===== src/rtl/spi_slave_rx.sv =====
// spi_slave_rx: receive endpoint of the 3-wire SPI link.
// Synchronizes sclk/cs/mosi onto clk, takes one LSB-first word per
// chip-select frame (after a discarded lead-in slot) and reports it.
// Ports:
//   clk, rst        system clock, async active-high reset
//   sclk, cs, mosi  raw SPI pins (cs active low)
//   dout            last completed word, held until the next one
//   done            1-cycle strobe, dout is new
//   frame_err       1-cycle strobe, frame aborted short
//   busy            frame in progress (LEAD or SHIFT)
module spi_slave_rx #(
    parameter int WIDTH       = 12,
    parameter int SYNC_STAGES = 2
) (
    input  logic             clk,
    input  logic             rst,
    input  logic             sclk,
    input  logic             cs,
    input  logic             mosi,
    output logic [WIDTH-1:0] dout,
    output logic             done,
    output logic             frame_err,
    output logic             busy
);

    localparam int CW = $clog2(WIDTH + 1);

    typedef enum logic [1:0] {
        IDLE,
        LEAD,
        SHIFT,
        HOLD
    } state_t;

    state_t state, state_n;

    logic [SYNC_STAGES-1:0] sclk_sync;
    logic [SYNC_STAGES-1:0] cs_sync;
    logic [SYNC_STAGES-1:0] mosi_sync;
    logic [SYNC_STAGES-1:0] primed;
    logic                   sclk_dly;
    logic                   cs_dly;

    logic sclk_cur, cs_cur, mosi_cur;
    logic sclk_fall, cs_fall, cs_rise;
    logic cs_seen_high;

    logic [CW-1:0]    count, count_n;
    logic [WIDTH-1:0] shift, shift_n;
    logic [WIDTH-1:0] dout_n;
    logic             done_n, err_n;
    logic             last_bit;

    // Input synchronizers plus edge-detect delay flops.
    // primed marks when the cs chain holds real pin samples rather
    // than its reset value.
    always_ff @(posedge clk or posedge rst) begin
        if (rst) begin
            sclk_sync <= '0;
            cs_sync   <= '1;
            mosi_sync <= '0;
            primed    <= '0;
            sclk_dly  <= 1'b0;
            cs_dly    <= 1'b1;
        end else begin
            sclk_sync <= {sclk_sync[SYNC_STAGES-2:0], sclk};
            cs_sync   <= {cs_sync[SYNC_STAGES-2:0], cs};
            mosi_sync <= {mosi_sync[SYNC_STAGES-2:0], mosi};
            primed    <= {primed[SYNC_STAGES-2:0], 1'b1};
            sclk_dly  <= sclk_cur;
            cs_dly    <= cs_cur;
        end
    end

    assign sclk_cur  = sclk_sync[SYNC_STAGES-1];
    assign cs_cur    = cs_sync[SYNC_STAGES-1];
    assign mosi_cur  = mosi_sync[SYNC_STAGES-1];
    assign sclk_fall = sclk_dly & ~sclk_cur;
    assign cs_fall   = cs_dly & ~cs_cur;
    assign cs_rise   = ~cs_dly & cs_cur;
    assign last_bit  = (count == CW'(WIDTH - 1));

    // cs must be seen high on the pin before a fall counts as a frame
    // start; the reset value of the synchronizer does not qualify.
    always_ff @(posedge clk or posedge rst) begin
        if (rst) begin
            cs_seen_high <= 1'b0;
        end else if (primed[SYNC_STAGES-1] && cs_cur) begin
            cs_seen_high <= 1'b1;
        end
    end

    // State register
    always_ff @(posedge clk or posedge rst) begin
        if (rst) begin
            state <= IDLE;
        end else begin
            state <= state_n;
        end
    end

    // Next-state logic; cs_rise always has priority over sclk_fall.
    always_comb begin
        state_n = state;
        unique case (state)
            IDLE: begin
                if (cs_fall && cs_seen_high) begin
                    state_n = LEAD;
                end
            end
            LEAD: begin
                if (cs_rise) begin
                    state_n = IDLE;
                end else if (sclk_fall) begin
                    state_n = SHIFT;
                end
            end
            SHIFT: begin
                if (cs_rise) begin
                    state_n = IDLE;
                end else if (sclk_fall && last_bit) begin
                    state_n = HOLD;
                end
            end
            HOLD: begin
                if (cs_rise) begin
                    state_n = IDLE;
                end
            end
            default: state_n = IDLE;
        endcase
    end

    // Output / datapath logic
    always_comb begin
        busy    = (state == LEAD) || (state == SHIFT);
        count_n = count;
        shift_n = shift;
        dout_n  = dout;
        done_n  = 1'b0;
        err_n   = 1'b0;
        unique case (state)
            IDLE: begin
                count_n = '0;
                shift_n = '0;
            end
            LEAD: begin
                if (cs_rise) begin
                    err_n = 1'b1;
                end
            end
            SHIFT: begin
                if (cs_rise) begin
                    err_n = 1'b1;
                end else if (sclk_fall) begin
                    shift_n[count] = mosi_cur;
                    count_n        = count + CW'(1);
                    if (last_bit) begin
                        dout_n  = shift_n;
                        done_n  = 1'b1;
                        count_n = '0;
                    end
                end
            end
            HOLD: begin
                count_n = '0;
            end
            default: begin
                count_n = '0;
            end
        endcase
    end

    // Datapath registers
    always_ff @(posedge clk or posedge rst) begin
        if (rst) begin
            count     <= '0;
            shift     <= '0;
            dout      <= '0;
            done      <= 1'b0;
            frame_err <= 1'b0;
        end else begin
            count     <= count_n;
            shift     <= shift_n;
            dout      <= dout_n;
            done      <= done_n;
            frame_err <= err_n;
        end
    end

endmodule


===== config.mk =====
export PLATFORM = sky130hd
export DESIGN_NAME = spi_slave_rx
export DESIGN_NICKNAME = d
export VERILOG_FILES = /design/src/rtl/spi_slave_rx.sv
export SDC_FILE = /design/constraint.sdc
export NUM_CORES = 1
export LEC_CHECK = 0
export CAP_MARGIN = 20
export CORE_ASPECT_RATIO = 0.9
export CORE_UTILIZATION = 56
export CTS_CLUSTER_SIZE = 12
export DETAILED_ROUTE_END_ITERATION = 7
export HOLD_SLACK_MARGIN = 0.02
export PLACE_DENSITY = 0.76
export SLEW_MARGIN = 20
export SYNTH_ARGS = -nofsm -noshare
export SYNTH_HDL_FRONTEND = slang
export SYNTH_SLANG_ARGS = --single-unit

===== constraint.sdc =====
create_clock -name clk -period 1.9 [get_ports clk]
set_input_delay 0.38 -clock clk [delete_from_list [all_inputs] [get_ports clk]]
set_output_delay 0.38 -clock clk [all_outputs]
set_load 0.02 [all_outputs]

==> flow_metrics.py <==
metrics = {
    "floorplan": {
        "ios": 20,
        "die_h_um": 58.5,
        "rows": 20,
        "die_area_um2": 3790,
        "initial_core_util": 0.589,
        "die_w_um": 64.8,
        "core_area_um2": 3380,
    },
    "grt": {
        "grt_pass1_vias": 1429,
        "grt_max_degree": 43,
        "grtUsageTotal": 0.238,
        "grt_pass1_wl_mm": 6.60,
        "grt_overflow": 0,
        "antenna_found_initial": 0,
    },
    "route": {
        "wl_per_cell_um": 15.0,
        "drtIter0Drc": 105,
        "ant_nets": 0,
        "num_vias": 1408,
        "firstDrtPassIters": 4,
        "routed_wl_mm": 3.79,
        "drc_errors": 0,
        "drt-vias-per-instance": 5.57,
    },
    "clock_tree": {
        "cts_num_sinks": 42,
        "cts_made_buffers": 5,
        "tritoncts": "built",
        "htreeDepth": 2,
        "clk_root_buffer_cell": "clkbuf_8",
        "postCtsSetupBuffers": 0,
        "clkLatencyLatePin_ns": 0.30,
        "post_cts_resized": 1,
        "ctsHoldBuffers": 0,
        "cts.path.max_buffers": 2,
        "clk_pin_slew_ns": 0.08,
    },
    "synth": {
        "yosysMostFrequentCell": "dfrtp_1",
        "avgSynthCellArea_um2": 10.8,
        "synth_fp_nets": 198,
        "yosys_warnings": 0,
        "synth_seq_cells": 42,
        "synthArstFlopShare": 1.00,
        "synth.top_cell.area_share": 0.491,
        "synth_common_cells": "39 x dfrtp_1, 25 x nand2_1, 25 x o21ai_0",
        "yosys.area.top_type": "dfrtp_1",
        "synth_edf_count": 0,
        "netlist_area_um2": 1990,
        "synth-seq-area-share": 0.531,
        "yosys.cell_types.count": 35,
        "ys_top_cells_by_area": "dfrtp_1 49%, mux2i_1 6.5%, o21ai_0 6.3%",
        "syn_inst": 184,
        "ys.flop_type": "dfrtp_1",
    },
    "pwr": {
        "swShare": 0.340,
        "peakVddDrop_mv": 0.699,
        "combPwrFrac": 0.350,
        "p_clk_frac": 0.262,
        "p_total_mw": 2.65,
        "p_per_area_nw_per_um2": 1120,
        "seq_power_share": 0.389,
        "intPower_mw": 1.75,
        "switchingPower_mw": 0.902,
        "leakagePower_nw": 1.03,
    },
    "timing": {
        "slew_headroom": 0.650,
        "setup_ws_ns": 0.0761,
        "min_period_ns": 1.82,
        "final-setup-viol-count": 0,
        "skew_ns": 0.00733,
        "fmax_mhz": 548,
        "period_share": 0.960,
        "tns_ns": 0,
        "hold_viol": 0,
        "worst_slew_pin_slew_ns": 0.523,
        "slew_viol_final": 0,
        "rsz0062_at_grt": "no",
    },
    "cells_and_area": {
        "fillCellCount": 261,
        "drive_gt1_frac": 0.120,
        "stdcell_area_um2": 2370,
        "fin_nets": 222,
        "diodes": 0,
        "synthToLayoutAreaGrowth_pct": 19.1,
    },
    "worst_setup_path": {
        "crit_type": "reg2out",
        "crit_required_ns": 1.52,
        "cp-end-kind": "primary output",
        "crit_arrival_ns": 1.44,
        "start_kind": "flip-flop",
        "crit_path_max_fanout": 4,
    },
    "run": {
        "maxCapViolCount": 0,
    },
    "place": {
        "place.gp.congestion": 0.779,
        "place_ws_ns": 0.141,
        "hpwl_mm": 2.65,
        "dpl_cell_area_um2": 2250,
        "port_buffers": 19,
    },
    "run_status": {
        "outcome": "completed",
    },
    "worst_hold_path": {
        "hold_class": "reg2reg",
    },
}
[per-layer routing]
metal,part of all wire,up-vias,track usage
li1,-,686,-
met1,0.47,692,0.303
met2,0.47,25,0.375
met3,0.044,5,0.0775
met4,0.017,0,0.0984
met5,0,-,0
[placed cells by master, fill, tap and decap left out, types with 2 or more instances in the layout]
master / Yosys / final
and2_1: 12 / 12
and2b_1: 2 / 2
buf_4: 0 / 5
clkbuf_8: 0 / 5
clkdlybuf4s50_1: 0 / 18
dfrtp_1: 39 / 39
dfstp_2: 3 / 3
ha_1: 9 / 8
inv_1: 6 / 6
mux2i_1: 13 / 13
nand2_1: 25 / 25
nand3_1: 3 / 2
nor2_1: 3 / 3
nor2b_1: 3 / 3
o21ai_0: 25 / 25
o2bb2ai_1: 11 / 11
o31ai_1: 4 / 4
[power groups by stage]
stage | logic, mW | registers (mW) | clock network [mW]
after floorplan | 0.678 | 1.03 | 0
after global placement | 0.877 | 1.04 | 0
after detailed placement | 0.922 | 1.05 | 0
after CTS | 0.916 | 1.03 | 0.707
after global routing | 1.03 | 1.04 | 0.742
final | 0.928 | 1.03 | 0.694
[metrics by stage]
| step | hold slack [ns] | util | instances |
|---|---|---|---|
| after global routing | 0.365 | 0.701 | 253 |
| final | 0.352 | 0.701 | 253 |
| after global placement | 0.332 | 0.667 | 245 |
| after CTS | 0.353 | 0.699 | 253 |
| after floorplan | 0.331 | - | 184 |
| after detailed placement | 0.336 | 0.667 | 245 |
[registers in the layout (all words and copies together) (netlist names), 2 cells and up]
| signal | flops |
|---|---|
| mosi_sync | 2 |
| state | 2 |
| primed | 2 |
| cs_sync | 2 |
| sclk_sync | 2 |
| dout | 12 |
| count | 4 |
| shift | 11 |
[final cells by class]
cell class | instances | area [µm²] | area share
multi-input cells | 128 | 880 | 0.371
clock buffers | 6 | 72.6 | 0.0306
clock inverters | 2 | 37.5 | 0.0158
flip-flops and latches | 42 | 1050 | 0.445
inverters | 6 | 22.5 | 0.00951
repair buffers | 25 | 246 | 0.104
well taps | 44 | 55.1 | 0.0232
[path summary, 6_finish.rpt]
kind | cells after the start | slack (ns) | startpoint | to
max reg2reg | 5 | 0.19 | cs_dly | dout[1]
min | 0 | 0.35 | sclk_sync[0] | sclk_sync[1]
min in group asynchronous | 3 | 0.45 | rst | state[1]
min reg2reg | 0 | 0.35 | sclk_sync[0] | sclk_sync[1]
max | 3 | 0.08 | state[0] | busy
max in group asynchronous | 3 | 1.19 | rst | cs_dly
[worst max-delay path, cell delays in order (launching register included)]
cell and delay, ns:
dfrtp_1 0.40, inv_1 0.11, ha_1 0.31, dlygate4sd2_1 0.32
[cell families (layout without fill, tap and decap cells)]
family                   Yosys count  count (layout)  synth area share
buffers and inverters             14              39            0.0308
multiplexers                      14              14            0.0711
adder cells (fa/ha/maj)            9               9            0.0566
other                              1               1           0.00189
AND/OR/NAND/NOR                   57              57             0.152
flip-flops                        42              42             0.531
AO/OA/AOI/OAI                     47              47             0.157
Power figures use the tool's default switching activity.
